$ cat src/rtl/pipelined_cla_adder_if.sv
// Operand and result handshake bundle for pipelined_cla_adder.
// The master drives operands and out_ready; the slave is the adder.
interface pipelined_cla_adder_if #(
    parameter int WIDTH = 32
);
    logic             in_valid;
    logic             in_ready;
    logic [WIDTH-1:0] in1;
    logic [WIDTH-1:0] in2;
    logic             sub;
    logic             cin;
    logic             out_valid;
    logic             out_ready;
    logic [WIDTH-1:0] sum;
    logic             cout;
    logic             overflow;
    logic             zero;

    modport master (
        output in_valid, in1, in2, sub, cin, out_ready,
        input  in_ready, out_valid, sum, cout, overflow, zero
    );

    modport slave (
        input  in_valid, in1, in2, sub, cin, out_ready,
        output in_ready, out_valid, sum, cout, overflow, zero
    );
endinterface

$ cat src/rtl/pipelined_cla_adder.sv
// Pipelined carry-lookahead add/subtract unit.
// Each stage resolves one GROUP-bit lookahead group. WIDTH must be a multiple of GROUP.
module pipelined_cla_adder #(
    parameter int WIDTH = 32,
    parameter int GROUP = 8
) (
    input logic                  clock,
    input logic                  reset_n,
    pipelined_cla_adder_if.slave bus
);
    localparam int N = WIDTH / GROUP;

    // Packed as {carry into group MSB, group carry out, group sum}.
    typedef logic [GROUP+1:0] grp_t;

    function automatic grp_t cla_group(input logic [GROUP-1:0] a,
                                       input logic [GROUP-1:0] b,
                                       input logic             c0);
        logic [GROUP-1:0] g;
        logic [GROUP-1:0] p;
        logic [GROUP:0]   c;
        logic             term;
        logic             prod;
        g    = a & b;
        p    = a | b;
        c    = '0;
        c[0] = c0;
        for (int i = 0; i < GROUP; i++) begin
            term = c0;
            for (int j = 0; j <= i; j++) term = term & p[j];
            for (int j = 0; j <= i; j++) begin
                prod = g[j];
                for (int m = j + 1; m <= i; m++) prod = prod & p[m];
                term = term | prod;
            end
            c[i+1] = term;
        end
        return {c[GROUP-1], c[GROUP], a ^ b ^ c[GROUP-1:0]};
    endfunction

    logic             vld_p   [N];
    logic [WIDTH-1:0] a_p     [N];
    logic [WIDTH-1:0] b_p     [N];
    logic [WIDTH-1:0] sum_p   [N];
    logic             c_p     [N];
    logic             zero_p  [N];
    logic             msb_p;
    logic             adv;
    logic [WIDTH-1:0] b_in;
    logic             c_in;
    grp_t             grp     [N];

    // in_ready is combinational from out_ready: the single allowed through path.
    assign adv          = !vld_p[N-1] | bus.out_ready;
    assign bus.in_ready = adv;
    assign b_in         = bus.sub ? ~bus.in2 : bus.in2;
    assign c_in         = bus.cin ^ bus.sub;

    always_comb begin
        grp[0] = cla_group(bus.in1[GROUP-1:0], b_in[GROUP-1:0], c_in);
        for (int k = 1; k < N; k++)
            grp[k] = cla_group(a_p[k-1][GROUP-1:0], b_p[k-1][GROUP-1:0], c_p[k-1]);
    end

    // Operands shift right one group per stage; finished sum groups enter at the top
    // and shift right, so group 0 reaches bit 0 as the word leaves the last stage.
    always_ff @(posedge clock) begin
        if (!reset_n) begin
            for (int k = 0; k < N; k++) begin
                vld_p[k]  <= 1'b0;
                a_p[k]    <= '0;
                b_p[k]    <= '0;
                sum_p[k]  <= '0;
                c_p[k]    <= 1'b0;
                zero_p[k] <= 1'b0;
            end
            msb_p <= 1'b0;
        end else if (adv) begin
            vld_p[0]  <= bus.in_valid;
            a_p[0]    <= bus.in1 >> GROUP;
            b_p[0]    <= b_in >> GROUP;
            sum_p[0]  <= WIDTH'(grp[0][GROUP-1:0]) << (WIDTH - GROUP);
            c_p[0]    <= grp[0][GROUP];
            zero_p[0] <= (grp[0][GROUP-1:0] == '0);
            for (int k = 1; k < N; k++) begin
                vld_p[k]  <= vld_p[k-1];
                a_p[k]    <= a_p[k-1] >> GROUP;
                b_p[k]    <= b_p[k-1] >> GROUP;
                sum_p[k]  <= (sum_p[k-1] >> GROUP)
                           | (WIDTH'(grp[k][GROUP-1:0]) << (WIDTH - GROUP));
                c_p[k]    <= grp[k][GROUP];
                zero_p[k] <= zero_p[k-1] & (grp[k][GROUP-1:0] == '0);
            end
            msb_p <= grp[N-1][GROUP+1];
        end
    end

    assign bus.out_valid = vld_p[N-1];
    assign bus.sum       = sum_p[N-1];
    assign bus.cout      = c_p[N-1];
    assign bus.overflow  = c_p[N-1] ^ msb_p;
    assign bus.zero      = zero_p[N-1];
endmodule

$ cat src/flat_wrapper.sv
// flat-port wrapper written by rule: the top's interface ports become plain ports
module pipelined_cla_adder_flat 
#(
    parameter int WIDTH = 32,
    parameter int GROUP = 8
)
  (clock, reset_n, bus_in_valid, bus_in1, bus_in2, bus_sub, bus_cin, bus_out_ready, bus_in_ready, bus_out_valid, bus_sum, bus_cout, bus_overflow, bus_zero);
  pipelined_cla_adder_if #(.WIDTH(WIDTH)) bus_i ();
  input logic clock;
  input logic reset_n;
  input wire logic [$bits(bus_i.in_valid)-1:0] bus_in_valid;
  input wire logic [$bits(bus_i.in1)-1:0] bus_in1;
  input wire logic [$bits(bus_i.in2)-1:0] bus_in2;
  input wire logic [$bits(bus_i.sub)-1:0] bus_sub;
  input wire logic [$bits(bus_i.cin)-1:0] bus_cin;
  input wire logic [$bits(bus_i.out_ready)-1:0] bus_out_ready;
  output wire logic [$bits(bus_i.in_ready)-1:0] bus_in_ready;
  output wire logic [$bits(bus_i.out_valid)-1:0] bus_out_valid;
  output wire logic [$bits(bus_i.sum)-1:0] bus_sum;
  output wire logic [$bits(bus_i.cout)-1:0] bus_cout;
  output wire logic [$bits(bus_i.overflow)-1:0] bus_overflow;
  output wire logic [$bits(bus_i.zero)-1:0] bus_zero;
  assign bus_i.in_valid = bus_in_valid;
  assign bus_i.in1 = bus_in1;
  assign bus_i.in2 = bus_in2;
  assign bus_i.sub = bus_sub;
  assign bus_i.cin = bus_cin;
  assign bus_i.out_ready = bus_out_ready;
  assign bus_in_ready = bus_i.in_ready;
  assign bus_out_valid = bus_i.out_valid;
  assign bus_sum = bus_i.sum;
  assign bus_cout = bus_i.cout;
  assign bus_overflow = bus_i.overflow;
  assign bus_zero = bus_i.zero;
  pipelined_cla_adder #(.WIDTH(WIDTH), .GROUP(GROUP)) u_core (.clock(clock), .reset_n(reset_n), .bus(bus_i));
endmodule
$ cat config.mk
export PLATFORM = sky130hd
export DESIGN_NAME = pipelined_cla_adder_flat
export DESIGN_NICKNAME = d
export VERILOG_FILES = /design/src/rtl/pipelined_cla_adder_if.sv /design/src/rtl/pipelined_cla_adder.sv /design/src/flat_wrapper.sv
export SDC_FILE = /design/constraint.sdc
export NUM_CORES = 1
export LEC_CHECK = 0
export ABC_AREA = 1
export CAP_MARGIN = 20
export CORE_ASPECT_RATIO = 1.1
export CORE_MARGIN = 2
export CORE_UTILIZATION = 49
export CTS_CLUSTER_DIAMETER = 60
export DETAILED_ROUTE_END_ITERATION = 10
export MAX_ROUTING_LAYER = met4
export PLACE_DENSITY = 0.79
export SYNTH_ARGS = -nofsm -noshare
export SYNTH_HDL_FRONTEND = slang
export SYNTH_SLANG_ARGS = --single-unit
$ cat constraint.sdc
create_clock -name clock -period 6.07 [get_ports clock]
set_input_delay 1.821 -clock clock [delete_from_list [all_inputs] [get_ports clock]]
set_output_delay 1.821 -clock clock [all_outputs]
set_load 0.03 [all_outputs]
After elaboration in Yosys (flattened, before gate mapping). Memories as Yosys holds them, arrays and structs flattened. Cells that the tools add are included.

Mux-type cells: 29. Bitwise operators: 338. Reductions and logical operators: 5.

Operators with widths (number): $mux 24 (8); $or 1x1->1 (169); $mux 32 (5); $and 1x1->1 (147); $or 24x32->32 (3); $xor 8x8->8 (8); $and 8x8->8 (4); $logic_not 8->1 (4); $not 32->32 (1); $or 8x8->8 (4); $mux 1 (16); $xor 1x1->1 (2); $logic_not 1->1 (1).

Bits in registers: 1. Memory bits (writable): 332. Input bits: 70. Logic and storage cells: 379. Memories kept: 6.

Memory list: u_core.sum_p (depth 4, width 32, read ports 4, clocked after Yosys merged registers in 0, write ports 4, RTL line pipelined_cla_adder.sv:44) `logic [WIDTH-1:0] sum_p [N];`; u_core.a_p (depth 4, width 24, read ports 3, clocked after Yosys merged registers in 0, write ports 4, RTL line pipelined_cla_adder.sv:42) `logic [WIDTH-1:0] a_p [N];`; u_core.b_p (depth 4, width 24, read ports 3, clocked after Yosys merged registers in 0, write ports 4, RTL line pipelined_cla_adder.sv:43) `logic [WIDTH-1:0] b_p [N];`; u_core.c_p (depth 4, width 1, read ports 4, clocked after Yosys merged registers in 0, write ports 4, RTL line pipelined_cla_adder.sv:45) `logic c_p [N];`; u_core.vld_p (depth 4, width 1, read ports 4, clocked after Yosys merged registers in 0, write ports 4, RTL line pipelined_cla_adder.sv:41) `logic vld_p [N];`; u_core.zero_p (depth 4, width 1, read ports 4, clocked after Yosys merged registers in 0, write ports 4, RTL line pipelined_cla_adder.sv:46) `logic zero_p [N];`.

Longest topological paths before layout. Gate-level depths: netlist of run 1.

Depth after elaboration: 20. Gate-level depth with buffers: 19. Mapped depth without buffers: 17.

Worst setup path after synthesis of run 1. Ideal clock, no wire load.

Path type: in2reg. Start point: in bus_out_ready. End point: mem u_core.a_p[0][0] in the netlist's numbering, enable pin. Data arrival time: 5.784 ns. Data required time: 5.538 ns. Path slack: -0.246 ns. Stages: 4. Path buffers: 0. Cell sequence: inv_1 nand2_1 nor2_1 inv_1.

RTL lines: from (decl) (RTL line flat_wrapper.sv:16) `input wire logic [$bits(bus_i.out_ready)-1:0] bus_out_ready;`; to (decl) (RTL line pipelined_cla_adder.sv:42).

Worst setup path after layout of run 1.
Start point: in bus_out_ready. End point: out bus_in_ready.

Cells in the longest elaborated chain, start to end: 1.

RTL lines: $or 1x1->1 (RTL line pipelined_cla_adder.sv:54) `assign adv = !vld_p[N-1] | bus.out_ready;`; to (decl) (RTL line flat_wrapper.sv:17) `output wire logic [$bits(bus_i.in_ready)-1:0] bus_in_ready;`.

Every way passes these cells.

==> flow_metrics.py, run 1 <==
metrics = {
    "critical_path": {
        "critical_path.top_delay_family": "buffers and inverters",
        "crit_buf_inv": 3,
        "cp.arrival_ps": 3130,
        "worstPathMaxFanout": 3,
        "path_cells": "clkdlybuf4s50_1, inv_1, nand2_1, clkdlybuf4s50_1",
        "rr_worst_depth": 4,
        "path_common_cell": "clkdlybuf4s50_1",
        "cp_slowest_stage_delay_ps": 690,
        "startpoint_type": "input pin",
        "slowest_stage": "clkdlybuf4s50_1",
        "worstSetupPathType": "in2out",
        "worst-path-stages": 4,
        "worstPathRequired_ps": 4250,
        "endpoint_kind": "primary output",
    },
    "pwr": {
        "vdd_drop_max_mv": 0.181,
        "pwr-share-comb_pct": 12.2,
        "internal-power_mw": 2.27,
        "sequentialPowerShare_pct": 51.8,
        "p_clk_share_pct": 36.0,
        "p_switching_uw": 742,
        "p_leak_nw": 5.17,
        "power_density_nw_per_um2": 264,
        "switching_share_pct": 24.7,
    },
    "yosys": {
        "synth-main-ff-cell": "edfxtp_1",
        "synth_compound_area_share_pct": 0.948,
        "yosys.area_share.simple_pct": 14.8,
        "synth_edf_count": 179,
        "synth_seq_cells": 189,
        "yosysWarningCount": 0,
        "muxShareOfSynthArea_pct": 0,
        "synth_xor_area_share_pct": 4.69,
        "synthArstFlopShare_pct": 0,
        "yosysSeqAreaShare_pct": 58.7,
        "synth_nets": 1095,
        "synth_cells": 957,
        "synth_top_family_by_area": "simple AND/OR/NAND/NOR gates",
        "synth_top_area_share_pct": 56.6,
        "syn_area_sq_um": 9500,
        "yosysTopAreaCell": "edfxtp_1",
        "netlist_top_cells_area": "edfxtp_1, inv_1, ha_1",
        "synth.distinct_cells": 26,
        "synthAdderAreaFrac_pct": 9.27,
        "syn_area_per_cell_sq_um": 9.93,
    },
    "placed_design": {
        "routabilityCongestion": 0.853,
        "place_hpwl_mm": 10.3,
        "placed_area_sq_um": 10800,
        "dp_cells": 1290,
        "dp_slack_ps": 1100,
        "portBuffers": 106,
    },
    "floorplanning": {
        "num_io_pins": 107,
        "die_y_um": 150,
        "core_area_sq_um": 19100,
        "die_area_sq_um": 20500,
        "initial_core_util_pct": 49.8,
        "rows": 53,
        "die_x_um": 137,
    },
    "drt": {
        "dr.pass1.iters": 5,
        "dr.first_iter.drc_count": 479,
        "routed_wl_mm": 15.1,
        "drc": 0,
        "post_drt_via_cell_ratio": 4.47,
        "drt-wirelength-per-cell_um": 11.4,
        "ant_nets": 0,
        "vias": 5906,
    },
    "timing": {
        "worst_pin_slew_ps": 913,
        "finalHoldViolCount": 0,
        "final.period_utilization_pct": 81.6,
        "max_freq_mhz": 202,
        "slew_violations": 0,
        "max_slew_margin_pct": 39.1,
        "fin_crit_ps": 4960,
        "final.setup.tns_ps": 0,
        "setup_viol": 0,
        "rsz0062_at_grt": "no",
        "setup_slack_ps": 1110,
        "clock_skew_ps": 7.50,
    },
    "clock_tree": {
        "clock_path_buffers": 2,
        "cts_tree": "done",
        "clock_latency_ps": 430,
        "clkSlewWorstSetupHoldPaths_ps": 70,
        "cts_root_buf": "clkbuf_16",
        "cts_setup_buffers": 0,
        "cts_resized": 0,
        "clock-sinks": 189,
        "cts_buffers": 17,
        "htree_levels": 4,
        "hold_buffers": 0,
    },
    "global_route": {
        "grt_max_degree": 183,
        "grt_first_pass_wirelength_mm": 25.0,
        "grt_pass1_vias": 5555,
        "gr-total-overflow": 0,
        "grt.total_usage_pct": 16.1,
        "antenna_found_initial": 0,
    },
    "layout": {
        "instances_no_fill": 1322,
        "nFillCells": 1575,
        "drive_gt1_share_pct": 4.00,
        "postLayoutCellArea_sq_um": 11400,
        "mostFrequentLayoutCells": "inv_1, nor2_1, edfxtp_1, clkdlybuf4s50_1, nand2_1",
        "final_common_cell": "inv_1",
        "area_growth_pct": 19.8,
        "fin_util_pct": 59.6,
        "fin_nets": 1200,
        "antenna_cells": 0,
    },
    "flow_run": {
        "max_cap_viol_count": 0,
    },
    "hold_path": {
        "holdPathStages": 2,
        "hp-class": "reg2reg",
    },
    "status": {
        "status": "completed",
    },
}
[area by class of cell]
| class | count | area, sq um | area share [%] |
|---|---|---|---|
| Inverter | 263 | 991 | 8.71 |
| Tap cell | 247 | 309 | 2.72 |
| Sequential cell | 189 | 5580 | 49.0 |
| Multi-Input combinational cell | 481 | 2830 | 24.9 |
| Timing Repair Buffer | 110 | 1100 | 9.65 |
| Clock buffer | 17 | 425 | 3.74 |
| Clock inverter | 15 | 149 | 1.31 |
[power by group through the flow]
stage               sequential (mW)  combinational [mW]  clock (mW)
floorplan                      1.60               0.224           0
global placement               1.58               0.355           0
detailed placement             1.59               0.368           0
CTS                            1.56               0.370        1.10
global route                   1.57               0.420        1.16
finish                         1.56               0.367        1.08
[routing by layer]
| layer | global-route usage, % | vias up | routed length, um |
|---|---|---|---|
| li1 | - | 3115 | - |
| met1 | 19.3 | 2642 | 6480 |
| met2 | 26.8 | 121 | 7650 |
| met3 | 3.12 | 28 | 565 |
| met4 | 6.55 | 0 | 386 |
| met5 | - | - | 0 |
[cells by family (layout without fill, tap and decap cells)]
family                   after synthesis  after routing
AO/OA/AOI/OAI                         17             17
XOR/XNOR                              50             50
adder cells (fa/ha/maj)               68             68
buffers and inverters                287            405
flip-flops                           189            189
AND/OR/NAND/NOR                      346            346
[synthesized netlist by cell type, types with 8 or more instances]
library cell	number
inv_1	261
nor2_1	195
edfxtp_1	179
nand2_1	93
ha_1	64
xnor2_1	35
nand3_1	32
buf_2	15
xor2_1	14
a21oi_1	12
nand4_1	11
dfxtp_1	10
clkbuf_1	8
[per-stage QoR]
| stage | hold WS [ps] | power (mW) |
|---|---|---|
| 2_1_floorplan | 426 | 1.83 |
| 3_3_place_gp | 456 | 1.94 |
| 3_5_place_dp | 463 | 1.96 |
| 4_1_cts | 475 | 3.03 |
| 5_1_grt | 499 | 3.15 |
| 6_report | 471 | 3.01 |
[tightest hold or removal path: cells and delay by family (launching register included)]
kind,cells,cell delay (ps)
DFF,1,320
and+or+nand+nor,2,100
[state kept, by name, summed over array words and instances, names as in the netlist]
register and count:
u_core.c_p 4, u_core.b_p 48, u_core.vld_p 4, u_core.a_p 48
u_core.zero_p 4, u_core.msb_p 1, u_core.sum_p 80
[worst paths after layout]
kind | start | end | slack (ps)
max | bus_out_ready | bus_in_ready | 1110
min | u_core.msb_p$_SDFFE_PN0N_ | u_core.msb_p$_SDFFE_PN0N_ | 470
max reg2reg | u_core.vld_p[3]$_DFFE_PP_ | u_core.b_p[0][24]$_SDFFCE_PN0P_ | 3760
min reg2reg | u_core.msb_p$_SDFFE_PN0N_ | u_core.msb_p$_SDFFE_PN0N_ | 470
(Power assumes the default switching activity.)
==> inputs of run 2 (changes only) <==
Clock period 6.07 ns to 4.2 ns, I/O delays scaled along.
==> flow_metrics.py, run 2 (synthesis results as in run 1) <==
metrics = {
    "critical_path": {
        "path_common_cell": "clkdlybuf4s50_1",
        "endpoint_kind": "primary output",
        "worstPathRequired_ps": 2940,
        "slowest_stage": "clkdlybuf4s50_1",
        "startpoint_type": "input pin",
        "regToRegSetupSlack_ps": 2160,
        "path_cells": "clkdlybuf4s50_1, inv_16, nand2_8, clkdlybuf4s50_1",
        "cp.arrival_ps": 2720,
        "worstSetupPathType": "in2out",
        "cp_slowest_stage_delay_ps": 680,
        "worstPathMaxFanout": 3,
    },
    "flow_run": {
        "max_cap_viol_count": 0,
    },
    "global_route": {
        "antenna_found_initial": 1,
        "grt.total_usage_pct": 17.1,
        "grt_max_degree": 80,
        "grt_first_pass_wirelength_mm": 26.4,
        "grt_pass1_vias": 5801,
        "gr-total-overflow": 0,
    },
    "hold_path": {
        "hp-class": "reg2reg",
    },
    "floorplanning": {
        "num_io_pins": 107,
        "initial_core_util_pct": 49.8,
        "die_x_um": 137,
        "rows": 53,
        "core_area_sq_um": 19100,
        "die_y_um": 150,
        "die_area_sq_um": 20500,
    },
    "timing": {
        "fin_crit_ps": 3980,
        "finalHoldViolCount": 0,
        "final.period_utilization_pct": 94.8,
        "worst_pin_slew_ps": 517,
        "clock_skew_ps": 6.94,
        "slew_violations": 0,
        "setup_viol": 0,
        "rsz0062_at_grt": "no",
        "max_freq_mhz": 251,
        "max_slew_margin_pct": 65.4,
    },
    "pwr": {
        "switching_share_pct": 25.4,
        "power_density_nw_per_um2": 389,
        "p_total_mw": 4.50,
        "p_switching_mw": 1.14,
        "p_leak_nw": 5.25,
        "internal-power_mw": 3.36,
        "sequentialPowerShare_pct": 50.1,
        "p_clk_share_pct": 37.8,
        "pwr-share-comb_pct": 12.1,
        "vdd_drop_max_mv": 0.318,
    },
    "layout": {
        "regArea_sq_um": 5580,
        "postLayoutCellArea_sq_um": 11600,
        "fin_util_pct": 60.6,
        "largest_reg_flops": 80,
        "regMostFlops": "u_core.sum_p",
        "fin_nets": 1206,
        "drive_gt1_share_pct": 5.00,
        "nFillCells": 1571,
        "instances_no_fill": 1329,
        "reg_top3": "u_core.sum_p (80), u_core.a_p (48), u_core.b_p (48)",
        "final_common_cell": "inv_1",
        "mostFrequentLayoutCells": "inv_1, nor2_1, edfxtp_1, clkdlybuf4s50_1, nand2_1",
        "area_growth_pct": 21.7,
        "multi_input_area_sq_um": 2860,
    },
    "placed_design": {
        "routabilityCongestion": 0.861,
        "place_hpwl_mm": 11.2,
        "placed_area_sq_um": 10900,
        "portBuffers": 106,
        "dp_cells": 1296,
    },
    "drt": {
        "dr.first_iter.drc_count": 341,
        "dr.pass1.iters": 5,
        "post_drt_via_cell_ratio": 4.51,
        "vias": 5989,
        "ant_nets": 0,
        "routed_wl_mm": 15.8,
        "drt-wirelength-per-cell_um": 11.9,
        "drc": 0,
    },
    "clock_tree": {
        "cts_tree": "done",
        "cts_resized": 0,
        "htree_levels": 4,
        "cts_root_buf": "clkbuf_16",
        "cts_setup_buffers": 0,
        "hold_buffers": 0,
        "clock-sinks": 189,
        "clkSlewWorstSetupHoldPaths_ps": 70,
        "clock_path_buffers": 2,
        "clock_latency_ps": 440,
        "cts_buffers": 17,
    },
    "status": {
        "status": "completed",
    },
}
run 2: cell count changes in the layout (fill, tap and decap cells not counted), sizes merged:
cell / previous run / this run
buf: 5 / 11
bufinv: 1 / 2
clkinv: 6 / 5
diode: 0 / 1
run 2: per-layer routing:
metal	wire length (um)	GRT usage, %	part of all wire (%)
met1	6600	19.1	42
met2	8140	29.3	51
met3	648	3.96	4.1
met4	459	7.42	2.9
met5	0	-	0
run 2: power groups by stage:
| stage | registers (mW) | clock network [mW] | logic, mW |
|---|---|---|---|
| 4_1_cts | 2.25 | 1.72 | 0.551 |
| 2_1_floorplan | 2.32 | 0 | 0.326 |
| 3_5_place_dp | 2.29 | 0 | 0.545 |
| 6_report | 2.25 | 1.70 | 0.546 |
| 5_1_grt | 2.27 | 1.79 | 0.621 |
| 3_3_place_gp | 2.29 | 0 | 0.527 |
run 2: layout make-up:
| type | count | share of cell area (%) |
|---|---|---|
| Inverter | 263 | 8.71 |
| Antenna cell | 1 | 0.0216 |
| Clock inverter | 15 | 1.71 |
| Sequential cell | 189 | 48.2 |
| Tap cell | 247 | 2.67 |
| Timing Repair Buffer | 116 | 10.3 |
| Multi-Input combinational cell | 481 | 24.7 |
| Clock buffer | 17 | 3.68 |
run 2: stage by stage:
| step | setup WS (ps) | hold slack [ps] | TNS [ps] |
|---|---|---|---|
| 3_5_place_dp | 215 | 457 | 0 |
| 6_report | 220 | 466 | 0 |
| 2_1_floorplan | -485 | 426 | -87540 |
| 4_1_cts | 211 | 468 | 0 |
| 5_1_grt | 184 | 499 | 0 |
| 3_3_place_gp | 227 | 452 | 0 |
run 2: critical path, delay by kind of cell:
family / cells / cell delay (ps)
buffers and inverters: 3 / 1390
AND/OR/NAND/NOR: 1 / 70
run 2: worst paths after layout:
check | endpoint | startpoint | depth (start not counted)
setup / recovery | bus_in_ready | bus_out_ready | 4
hold reg to reg | u_core.zero_p[2]$_DFF_P_ | u_core.zero_p[2]$_DFF_P_ | 2
hold / removal | u_core.zero_p[2]$_DFF_P_ | u_core.zero_p[2]$_DFF_P_ | 2
setup reg to reg | u_core.zero_p[3]$_DFFE_PP_ | u_core.a_p[0][49]$_SDFFCE_PN0P_ | 14
